### config.mk
export PLATFORM = sky130hd
export DESIGN_NAME = axi_playback_rd_engine_flat
export DESIGN_NICKNAME = d
export VERILOG_FILES = /design/src/rtl/axi_playback_rd_engine_if.sv /design/src/rtl/axi_playback_rd_engine.sv /design/src/flat_wrapper.sv
export SDC_FILE = /design/constraint.sdc
export NUM_CORES = 1
export LEC_CHECK = 0
export CAP_MARGIN = 40
export CORE_MARGIN = 3
export CORE_UTILIZATION = 52
export DETAILED_ROUTE_END_ITERATION = 8
export PLACE_DENSITY = 0.82
export SLEW_MARGIN = 20
export SYNTH_ARGS = -nofsm -noshare
export SYNTH_HDL_FRONTEND = slang
export SYNTH_SLANG_ARGS = --single-unit
### constraint.sdc
create_clock -name clk -period 3.47 [get_ports clk]
set_clock_uncertainty 0.2 [all_clocks]
set_input_delay 0.5205 -clock clk [delete_from_list [all_inputs] [get_ports clk]]
set_output_delay 0.5205 -clock clk [all_outputs]
set_load 0.05 [all_outputs]
### src/rtl/axi_playback_rd_engine_if.sv
// AXI4 read-only channel bundle (AR + R) between the playback engine and memory.
// The engine drives the address channel through the master modport; memory responds through slave.
interface axi_playback_rd_engine_if #(
    parameter int ADDR_W = 28,
    parameter int DATA_W = 256
);
    logic              arvalid;
    logic              arready;
    logic [ADDR_W-1:0] araddr;
    logic [DATA_W-1:0] rdata;
    logic              rvalid;
    logic              rlast;

    modport master (
        output arvalid,
        output araddr,
        input  arready,
        input  rdata,
        input  rvalid,
        input  rlast
    );

    modport slave (
        input  arvalid,
        input  araddr,
        output arready,
        output rdata,
        output rvalid,
        output rlast
    );
endinterface

### src/rtl/axi_playback_rd_engine.sv
// Segment-table playback engine: records segment end addresses, then replays a chosen
// segment as back-to-back AXI read bursts, optionally looping, with a registered beat stream.
module axi_playback_rd_engine #(
    parameter int MEM_ROW_WIDTH    = 15,
    parameter int MEM_COLUMN_WIDTH = 10,
    parameter int MEM_BANK_WIDTH   = 3,
    parameter int CTRL_ADDR_WIDTH  = MEM_ROW_WIDTH + MEM_BANK_WIDTH + MEM_COLUMN_WIDTH,
    parameter int DQ_WIDTH         = 32,
    parameter int BURST_LEN        = 16,
    parameter int SEG_NUM          = 8,
    localparam int SEG_W           = $clog2(SEG_NUM),
    localparam int CNT_W           = SEG_W + 1,
    localparam int BEAT_W          = DQ_WIDTH * 8
) (
    input  logic                       clk,
    input  logic                       rst,
    input  logic                       rec_end,
    input  logic [CTRL_ADDR_WIDTH-1:0] rec_end_addr,
    input  logic                       tbl_clear,
    input  logic                       play_start,
    input  logic [SEG_W-1:0]           play_seg,
    input  logic                       play_loop,
    input  logic                       play_stop,
    axi_playback_rd_engine_if.master   axi,
    input  logic                       sink_afull,
    output logic                       out_valid,
    output logic [BEAT_W-1:0]          out_data,
    output logic                       busy,
    output logic [CNT_W-1:0]           seg_count,
    output logic                       play_done,
    output logic                       cmd_err
);
    typedef enum logic [1:0] {S_IDLE, S_ADDR, S_DATA} state_t;

    localparam logic [CTRL_ADDR_WIDTH-1:0] ADDR_STEP = CTRL_ADDR_WIDTH'(BURST_LEN * 8);

    state_t                     state_q;
    logic                       active_q;
    logic                       loop_q;
    logic                       stop_q;
    logic [CNT_W-1:0]           seg_count_q;
    logic [CTRL_ADDR_WIDTH-1:0] cur_addr_q;
    logic [CTRL_ADDR_WIDTH-1:0] end_addr_q;
    logic [CTRL_ADDR_WIDTH-1:0] start_addr_q;
    logic                       arvalid_q;
    logic [CTRL_ADDR_WIDTH-1:0] araddr_q;
    logic                       out_valid_q;
    logic [BEAT_W-1:0]          out_data_q;
    logic                       play_done_q;
    logic                       cmd_err_q;

    // bound_rd[i] holds bound[i+1]; bound[0] is the constant zero and has no storage.
    logic [CTRL_ADDR_WIDTH-1:0] bound_rd [SEG_NUM];
    logic                       tbl_full;
    logic                       bound_we;
    logic [SEG_W-1:0]           seg_prev;
    logic [CTRL_ADDR_WIDTH-1:0] start_bound;
    logic [CTRL_ADDR_WIDTH-1:0] stop_bound;
    logic                       seg_ok;
    logic                       stop_now;

    assign tbl_full = (seg_count_q >= CNT_W'(SEG_NUM));
    assign bound_we = rec_end && !tbl_clear && !tbl_full;
    assign seg_ok   = ({1'b0, play_seg} < seg_count_q);
    assign stop_now = stop_q || play_stop;

    genvar gi;
    generate
        for (gi = 0; gi < SEG_NUM; gi++) begin : g_bound
            logic [CTRL_ADDR_WIDTH-1:0] entry_q;
            always_ff @(posedge clk or negedge rst) begin
                if (!rst) begin
                    entry_q <= '0;
                end else if (bound_we && (seg_count_q[SEG_W-1:0] == SEG_W'(gi))) begin
                    entry_q <= rec_end_addr;
                end
            end
            assign bound_rd[gi] = entry_q;
        end
    endgenerate

    always_comb begin
        seg_prev    = play_seg - 1'b1;
        start_bound = '0;
        if (play_seg != '0) begin
            start_bound = bound_rd[seg_prev];
        end
        stop_bound = bound_rd[play_seg];
    end

    always_ff @(posedge clk or negedge rst) begin
        if (!rst) begin
            state_q      <= S_IDLE;
            active_q     <= 1'b0;
            loop_q       <= 1'b0;
            stop_q       <= 1'b0;
            seg_count_q  <= '0;
            cur_addr_q   <= '0;
            end_addr_q   <= '0;
            start_addr_q <= '0;
            arvalid_q    <= 1'b0;
            araddr_q     <= '0;
            out_valid_q  <= 1'b0;
            out_data_q   <= '0;
            play_done_q  <= 1'b0;
            cmd_err_q    <= 1'b0;
        end else begin
            play_done_q <= 1'b0;
            cmd_err_q   <= 1'b0;
            out_valid_q <= 1'b0;

            // A clear in the same cycle as rec_end swallows the record, even when the clear itself is refused.
            if (tbl_clear) begin
                if (busy) cmd_err_q   <= 1'b1;
                else      seg_count_q <= '0;
            end else if (rec_end) begin
                if (tbl_full) cmd_err_q   <= 1'b1;
                else          seg_count_q <= seg_count_q + 1'b1;
            end

            if (play_start) begin
                if (!busy && seg_ok) begin
                    cur_addr_q   <= start_bound;
                    end_addr_q   <= stop_bound;
                    start_addr_q <= start_bound;
                    loop_q       <= play_loop;
                    stop_q       <= 1'b0;
                    if (start_bound < stop_bound) active_q    <= 1'b1;
                    else                          play_done_q <= 1'b1;
                end else begin
                    cmd_err_q <= 1'b1;
                end
            end

            unique case (state_q)
                S_IDLE: begin
                    if (play_stop && active_q) begin
                        active_q <= 1'b0;
                    end else if (active_q && (cur_addr_q < end_addr_q) && !sink_afull) begin
                        state_q <= S_ADDR;
                    end
                end
                S_ADDR: begin
                    if (play_stop) stop_q <= 1'b1;
                    if (!arvalid_q) begin
                        arvalid_q <= 1'b1;
                        araddr_q  <= cur_addr_q;
                    end else if (axi.arready) begin
                        arvalid_q  <= 1'b0;
                        cur_addr_q <= cur_addr_q + ADDR_STEP;
                        state_q    <= S_DATA;
                    end
                end
                S_DATA: begin
                    if (play_stop) stop_q <= 1'b1;
                    out_valid_q <= axi.rvalid;
                    if (axi.rvalid) begin
                        out_data_q <= axi.rdata;
                        if (axi.rlast) begin
                            state_q <= S_IDLE;
                            // A pending stop ends playback quietly; otherwise a finished segment loops or completes.
                            if (stop_now) begin
                                active_q <= 1'b0;
                                stop_q   <= 1'b0;
                            end else if (cur_addr_q >= end_addr_q) begin
                                if (loop_q) begin
                                    cur_addr_q <= start_addr_q;
                                end else begin
                                    active_q    <= 1'b0;
                                    play_done_q <= 1'b1;
                                end
                            end
                        end
                    end
                end
                default: state_q <= S_IDLE;
            endcase
        end
    end

    assign busy        = active_q || (state_q != S_IDLE);
    assign seg_count   = seg_count_q;
    assign out_valid   = out_valid_q;
    assign out_data    = out_data_q;
    assign play_done   = play_done_q;
    assign cmd_err     = cmd_err_q;
    assign axi.arvalid = arvalid_q;
    assign axi.araddr  = araddr_q;
endmodule

### src/flat_wrapper.sv
// flat-port wrapper written by rule: the top's interface ports become plain ports
module axi_playback_rd_engine_flat 
#(
    parameter int MEM_ROW_WIDTH    = 15,
    parameter int MEM_COLUMN_WIDTH = 10,
    parameter int MEM_BANK_WIDTH   = 3,
    parameter int CTRL_ADDR_WIDTH  = MEM_ROW_WIDTH + MEM_BANK_WIDTH + MEM_COLUMN_WIDTH,
    parameter int DQ_WIDTH         = 32,
    parameter int BURST_LEN        = 16,
    parameter int SEG_NUM          = 8,
    localparam int SEG_W           = $clog2(SEG_NUM),
    localparam int CNT_W           = SEG_W + 1,
    localparam int BEAT_W          = DQ_WIDTH * 8
)
  (clk, rst, rec_end, rec_end_addr, tbl_clear, play_start, play_seg, play_loop, play_stop, sink_afull, out_valid, out_data, busy, seg_count, play_done, cmd_err, axi_arvalid, axi_araddr, axi_arready, axi_rdata, axi_rvalid, axi_rlast);
  axi_playback_rd_engine_if axi_i ();
  input  logic clk;
  input  logic rst;
  input  logic rec_end;
  input  logic [CTRL_ADDR_WIDTH-1:0] rec_end_addr;
  input  logic tbl_clear;
  input  logic play_start;
  input  logic [SEG_W-1:0] play_seg;
  input  logic play_loop;
  input  logic play_stop;
  input  logic sink_afull;
  output logic out_valid;
  output logic [BEAT_W-1:0] out_data;
  output logic busy;
  output logic [CNT_W-1:0] seg_count;
  output logic play_done;
  output logic cmd_err;
  output wire logic [$bits(axi_i.arvalid)-1:0] axi_arvalid;
  output wire logic [$bits(axi_i.araddr)-1:0] axi_araddr;
  input wire logic [$bits(axi_i.arready)-1:0] axi_arready;
  input wire logic [$bits(axi_i.rdata)-1:0] axi_rdata;
  input wire logic [$bits(axi_i.rvalid)-1:0] axi_rvalid;
  input wire logic [$bits(axi_i.rlast)-1:0] axi_rlast;
  assign axi_arvalid = axi_i.arvalid;
  assign axi_araddr = axi_i.araddr;
  assign axi_i.arready = axi_arready;
  assign axi_i.rdata = axi_rdata;
  assign axi_i.rvalid = axi_rvalid;
  assign axi_i.rlast = axi_rlast;
  axi_playback_rd_engine #(.MEM_ROW_WIDTH(MEM_ROW_WIDTH), .MEM_COLUMN_WIDTH(MEM_COLUMN_WIDTH), .MEM_BANK_WIDTH(MEM_BANK_WIDTH), .CTRL_ADDR_WIDTH(CTRL_ADDR_WIDTH), .DQ_WIDTH(DQ_WIDTH), .BURST_LEN(BURST_LEN), .SEG_NUM(SEG_NUM)) u_core (.clk(clk), .rst(rst), .rec_end(rec_end), .rec_end_addr(rec_end_addr), .tbl_clear(tbl_clear), .play_start(play_start), .play_seg(play_seg), .play_loop(play_loop), .play_stop(play_stop), .axi(axi_i), .sink_afull(sink_afull), .out_valid(out_valid), .out_data(out_data), .busy(busy), .seg_count(seg_count), .play_done(play_done), .cmd_err(cmd_err));
endmodule
After elaboration in Yosys (flattened, before gate mapping)
Cells that the tools add are included.
{"block": "classes", "bitwise_logic": 3, "n_eq_ne": 17, "n_addsub": 3, "n_mux": 63, "order_cmp": 7, "reduce_logical": 30}
{"cell": "28-bit two-way mux", "n": 14}
{"cell": "28-bit binary-select mux with 3-bit select", "n": 2}
{"cell": "28-bit < comparator", "n": 2}
{"cell": "28-bit case mux with 2 select lines", "n": 1}
{"cell": "1-bit two-way mux", "n": 33}
{"cell": "28-bit by 8-bit adder with 28-bit output (second input constant)", "n": 1}
{"cell": "28-bit greater-or-equal comparator", "n": 1}
{"cell": "4-bit two-way mux", "n": 4}
{"cell": "1-bit logical AND", "n": 14}
{"cell": "3-bit equality test (second input constant)", "n": 4}
{"cell": "4-bit greater-or-equal comparator (second input constant)", "n": 3}
{"cell": "2-bit two-way mux", "n": 6}
{"cell": "2-bit inequality test (second input constant)", "n": 6}
{"cell": "3-bit inverter with 4-bit output", "n": 2}
{"cell": "3-bit by 2-bit equality test with 1-bit output (second input constant)", "n": 2}
{"cell": "2-bit case mux with 3 select lines", "n": 1}
{"cell": "2-bit AND reduction", "n": 3}
{"cell": "6-bit AND reduction", "n": 1}
{"cell": "4-bit by 1-bit adder with 4-bit output (second input constant)", "n": 1}
{"cell": "1-bit logical NOT", "n": 4}
{"cell": "3-bit by 4-bit < comparator with 1-bit output", "n": 1}
{"cell": "2-bit by 1-bit inequality test with 1-bit output (second input constant)", "n": 2}
{"cell": "1-bit case mux with 2 select lines", "n": 2}
{"cell": "2-bit nonzero test", "n": 2}
{"cell": "10 further kinds", "n": 11}
{"block": "word_totals", "word_cells": 145, "out_inout_bits": 293, "reg_bits": 605, "inputBits": 298}

Longest topological paths before layout
Gate-level depths: netlist of the first run.
{"block": "depth", "depth_word": 16, "mapped_depth": 22}

Worst setup path before layout of the first run
OpenSTA, ideal clock, no wires.
{"block": "synth_timing", "path_type": "input port to flip-flop", "startpoint": "input port play_seg[0]", "endpoint": "register u_core.active_q", "stages": 22, "setup_time_ps": 65, "slack_ps": -1359, "arrival_ps": 4564, "required_time_ps": 3205, "cell_sequence": "buf_4 > buf_4 > buf_4 > buf_4 > buf_4 > buf_2 > inv_1 > ha_1 > clkbuf_1 > clkbuf_1 > mux4_2 > nand2_1 > a21oi_1 > ha_1 > a21o_1 > a21oi_1 > nor2b_1 > o211ai_1 > a31oi_1 > o31ai_1 > a21o_1 > o211a_1"}
{"block": "synth_between", "elab_chain_cells": 16, "word_cells_on_any_way": 24, "classes_between": "add/sub: 1; order compare: 2; mux: 17; bitwise: 2; reduce/logical: 2"}
{"element": "start, declared", "line": "flat_wrapper.sv:23", "rtl": "input logic [SEG_W-1:0] play_seg;"}
{"element": "3-bit by 1-bit subtractor with 3-bit output", "line": "axi_playback_rd_engine.sv:83", "rtl": "seg_prev = play_seg - 1'b1;"}
{"element": "3-bit inverter with 4-bit output (implied by the code)", "line": "axi_playback_rd_engine.sv:86", "rtl": "start_bound = bound_rd[seg_prev];"}
{"element": "28-bit binary-select mux with 3-bit select", "line": "axi_playback_rd_engine.sv:86"}
{"element": "28-bit two-way mux (implied by the code) (2 in series)", "line": "axi_playback_rd_engine.sv:86"}
{"element": "28-bit two-way mux *", "line": "axi_playback_rd_engine.sv:85", "rtl": "if (play_seg != '0) begin"}
{"element": "net u_core.start_bound[5]", "line": "axi_playback_rd_engine.sv:57", "rtl": "logic [CTRL_ADDR_WIDTH-1:0] start_bound;"}
{"element": "28-bit < comparator *", "line": "axi_playback_rd_engine.sv:128", "rtl": "if (start_bound < stop_bound) active_q <= 1'b1;"}
{"element": "1-bit two-way mux *", "line": "axi_playback_rd_engine.sv:128"}
{"element": "1-bit two-way mux *", "line": "axi_playback_rd_engine.sv:122", "rtl": "if (!busy && seg_ok) begin"}
{"element": "1-bit two-way mux *", "line": "axi_playback_rd_engine.sv:121", "rtl": "if (play_start) begin"}
{"element": "1-bit two-way mux", "line": "axi_playback_rd_engine.sv:166", "rtl": "if (loop_q) begin"}
{"element": "1-bit two-way mux", "line": "axi_playback_rd_engine.sv:165", "rtl": "end else if (cur_addr_q >= end_addr_q) begin"}
{"element": "1-bit two-way mux", "line": "axi_playback_rd_engine.sv:162", "rtl": "if (stop_now) begin"}
{"element": "1-bit two-way mux", "line": "axi_playback_rd_engine.sv:159", "rtl": "if (axi.rlast) begin"}
{"element": "1-bit two-way mux", "line": "axi_playback_rd_engine.sv:157", "rtl": "if (axi.rvalid) begin"}
{"element": "1-bit case mux with 2 select lines *", "line": "axi_playback_rd_engine.sv:135", "rtl": "unique case (state_q)"}
{"element": "end signal, assigned", "line": "axi_playback_rd_engine.sv:138", "rtl": "active_q <= 1'b0;"}
{"element": "end signal, assigned", "line": "axi_playback_rd_engine.sv:163", "rtl": "active_q <= 1'b0;"}
{"element": "end signal, assigned", "line": "axi_playback_rd_engine.sv:169", "rtl": "active_q <= 1'b0;"}
{"element": "end, declared", "line": "axi_playback_rd_engine.sv:38", "rtl": "logic active_q;"}
The timed path passes the listed nets; every way through them passes the cells marked *. The select of a mux whose other input is x is not followed.
A chain may end at the register's enable or synchronous reset.

Final worst setup path of the first run
{"block": "layout_timing", "startpoint": "register u_core.state_q[0]", "endpoint": "output port busy"}
{"block": "layout_between", "elab_chain_cells": 2}
{"element": "start, declared", "line": "axi_playback_rd_engine.sv:37", "rtl": "state_t state_q;"}
{"element": "start signal, assigned", "line": "axi_playback_rd_engine.sv:93", "rtl": "state_q <= S_IDLE;"}
{"element": "start signal, assigned", "line": "axi_playback_rd_engine.sv:140", "rtl": "state_q <= S_ADDR;"}
{"element": "start signal, assigned", "line": "axi_playback_rd_engine.sv:151", "rtl": "state_q <= S_DATA;"}
{"element": "2-bit nonzero test", "line": "axi_playback_rd_engine.sv:181", "rtl": "assign busy = active_q || (state_q != S_IDLE);"}
{"element": "1-bit logical OR", "line": "axi_playback_rd_engine.sv:181"}
{"element": "end, declared", "line": "flat_wrapper.sv:29", "rtl": "output logic busy;"}
No other way between the ends.

==> results.cfg, run 1 <==
[placement]
portBuffers = 590
placed_area_um2 = 35600
dpl.cell_count = 3298
gp_congestion = 0.972
dpl.hpwl_mm = 74.2

[timing]
setup_viol_count_final = 0
slew_viol_final = 0
min_period_over_period = 0.942
rsz0062_at_grt = no
hold_ws_ps = 144
hold_viol_final = 0
tightest_slew_ps = 843
fin_setup_tns_ps = 0
timing.fmax_mhz = 306
relSlewSlack = 0.436
min_period_ps = 3270

[floorplanning]
pin_count = 591
die_y_um = 238
initial_core_util = 0.529
die_area_um2 = 56600
fp.dieW_um = 238
fp.coreArea_um2 = 52900
rows = 84

[clock_tree]
cts_buffer_depth = 3
cts_made_buffers = 67
cts_root_buf = clkbuf_16
post-cts-setup-buffers = 0
cts_tree = yes
cts.sinks = 605
htreeDepth = 3
clk_pin_slew_worst_paths_ps = 60
clk-insertion-delay-late_ps = 600

[pwr]
p_switching_mw = 16.7
power.density_nw_per_um2 = 1020
p_int_mw = 22.0
power_frac_clock = 0.187
seqPwrFrac = 0.337
ir_drop_uv = 810
pwr-share-comb = 0.476
sw_frac_of_total = 0.432
p_leak_nw = 16.9

[synthesis]
synth_warnings = 0
postSynthCellCount = 1999
synth.cell_area_um2 = 28000
synth-async-reset-ratio = 1.00
ys_types = 60
synth-edff-count = 0
ys_seq_elements = 605
synth-main-ff-cell = dfrtp_1
synth_nets = 2366
yosysSeqAreaShare = 0.542
syn_avg_cell_area_um2 = 14.0

[route]
drt-vias-per-instance = 6.03
drtIter0Drc = 1860
vias = 20600
ant_nets = 0
wl_mm = 99.1
drtPass1Iterations = 6
wl_per_cell_um = 29.0
drc = 0

[final_layout]
design_area_um2 = 37800
n_fill_cell = 3490
nets = 3047
drive_above_1_share = 0.320
fin_cells = 3419
synthToLayoutAreaGrowth_pct = 35.4
final_util = 0.716

[global_routing]
grt.total_usage = 0.348
grt_overflow = 0
grt_max_degree = 130
grt_first_pass_wirelength_mm = 144
antenna_found_initial = 13
grt_pass1_vias = 21100

[critical_path]
crit_fanout = 6
arrival_ps = 2550
critical_path_class = reg2out
critPathLaunchType = register
cp-end-kind = output port
worstPathRequired_ps = 2750

[run]
drv_cap = 0

[run_status]
status = finished clean

[min_path]
hp-class = in2async
==> path summary, 6_finish.rpt <==
kind                                        startpoint                      to  slack (ps)  cells after the start
worst max-delay path                 u_core.state_q[0]                    busy         200                      5
worst min-delay path                               rst    u_core.out_data[245]         140                      2
worst max register to register   u_core.cur_addr_q[19]    u_core.cur_addr_q[2]         260                      9
worst min register to register  u_core.start_addr_q[1]  u_core.start_addr_q[1]         270                      2
max in group asynchronous                          rst   u_core.cur_addr_q[18]        1850                      4
min in group clk                u_core.start_addr_q[1]  u_core.start_addr_q[1]         270                      2
==> area by class of cell <==
cell class,instances,area (µm²),area share
clock buffer,92,1900,0.0503
antenna,6,15.0,0.000397
tap,688,861,0.0228
inverter,50,190,0.00503
multi-input combinational,1234,12200,0.323
sequential,605,15100,0.400
clock inverter,22,315,0.00833
timing repair buffer,722,7200,0.190
==> logic make-up after synthesis <==
family / Yosys count / share of synthesized area
AND/OR/NAND/NOR: 297 / 0.0459
AO/OA/AOI/OAI: 204 / 0.0488
adder cells (fa/ha/maj): 69 / 0.0309
flip-flops: 605 / 0.542
XOR/XNOR: 16 / 0.00501
buffers and inverters: 160 / 0.0230
multiplexers: 648 / 0.305
==> cells in the mapped netlist, types with 2 or more instances <==
cell	instances	area, µm²
o221ai_1	4	35.0
dfrtp_1	605	15100
o211a_1	2	20.0
buf_1	11	41.3
o2bb2ai_1	3	26.3
a21oi_1	48	240
mux2i_1	30	300
buf_4	5	37.5
xnor2_1	6	52.6
nor2b_1	4	25.0
mux2_2	506	5700
nor3_1	9	45.0
inv_1	50	188
a211o_1	3	26.3
o21ai_1	2	10.0
ha_1	69	863
a21boi_0	10	75.1
o21ai_2	2	17.5
nand2b_1	3	18.8
xor2_1	10	87.6
o21ai_0	54	270
nor4_1	4	25.0
o21a_1	4	30.0
nand4_1	9	56.3
mux4_2	112	2520
a21o_1	21	158
a31oi_1	3	18.8
o22ai_1	3	18.8
nand3_1	24	120
a22oi_1	12	90.1
clkbuf_1	80	300
a221o_1	10	100
and2_1	3	18.8
a2111o_1	3	33.8
buf_2	13	65.1
o211ai_1	6	45.0
and3_1	16	100
nand2_1	200	751
nor2_1	19	71.3
==> placed cells by master (no fill, tap or decap), types with 4 or more instances in the layout <==
cell	count
a21boi_0	10
a21o_1	21
a21oi_1	47
a221o_1	10
a22oi_1	12
and3_1	16
buf_12	24
buf_4	107
bufinv_16	7
clkbuf_1	13
clkbuf_16	68
clkbuf_8	11
clkdlybuf4s50_1	586
clkinv_2	9
dfrtp_1	605
diode_2	6
ha_1	67
inv_1	49
inv_6	5
mux2_2	506
mux2i_1	30
mux4_2	112
nand2_1	200
nand3_1	24
nand4_1	9
nor2_1	19
nor3_1	9
nor4_1	4
o211ai_1	6
o21a_1	4
o21ai_0	54
o221ai_1	4
xnor2_1	5
xor2_1	9
==> per-layer routing <==
layer | wire length (µm) | track usage | up-vias
li1 | - | - | 8690
met1 | 39400 | 0.474 | 10700
met2 | 43700 | 0.505 | 1076
met3 | 12700 | 0.153 | 166
met4 | 3170 | 0.116 | 10
met5 | 75 | 0 | -
==> worst max-delay path, cell delays in order, from the launching register on <==
cell             delay [ps]
dfrtp_1                 400
inv_1                    90
ha_1                    280
nor2b_2                 340
inv_1                   120
clkdlybuf4s50_1         720
==> state kept, by name (all words and copies together) (netlist names), 2 cells and up <==
name,cells
u_core.seg_count,4
u_core.axi.araddr,28
u_core.out_data,256
u_core.g_bound.entry_q,224
u_core.end_addr_q,28
u_core.cur_addr_q,28
u_core.start_addr_q,28
u_core.state_q,2
==> per-stage QoR <==
| stage | worst slack (ps) | power [mW] |
|---|---|---|
| floorplan | -463 | 23.4 |
| global placement | -54.1 | 30.6 |
| detailed placement | -103 | 31.1 |
| CTS | 35.8 | 38.6 |
| global route | 56.4 | 40.2 |
| finish | 203 | 38.7 |
==> power groups by stage <==
| stage | logic (mW) | clock network [mW] | registers (mW) |
|---|---|---|---|
| finish | 18.4 | 7.24 | 13.1 |
| global route | 19.2 | 7.65 | 13.3 |
| CTS | 18.4 | 7.35 | 12.8 |
| detailed placement | 18.3 | 0 | 12.9 |
| global placement | 17.9 | 0 | 12.7 |
| floorplan | 6.10 | 0 | 17.3 |
==> repair_timing <==
item | in CTS | in global routing
hold buffers | 1 | 0
gates resized for setup | 0 | 1
endpoints found under the hold margin | 421 | 0
setup endpoints to repair | 0 | 1
(Power assumes the default switching activity.)
==> inputs of run 2 (changes only) <==
--- a/config.mk
+++ b/config.mk
@@ -5,7 +5,7 @@
 export SDC_FILE = /design/constraint.sdc
 export NUM_CORES = 1
 export LEC_CHECK = 0
-export CAP_MARGIN = 40
+export CAP_MARGIN = 25
 export CORE_MARGIN = 3
 export CORE_UTILIZATION = 52
 export DETAILED_ROUTE_END_ITERATION = 8
==> results of run 2 <==
Same layout as run 1: the final DEF is identical, and so are final timing and power.
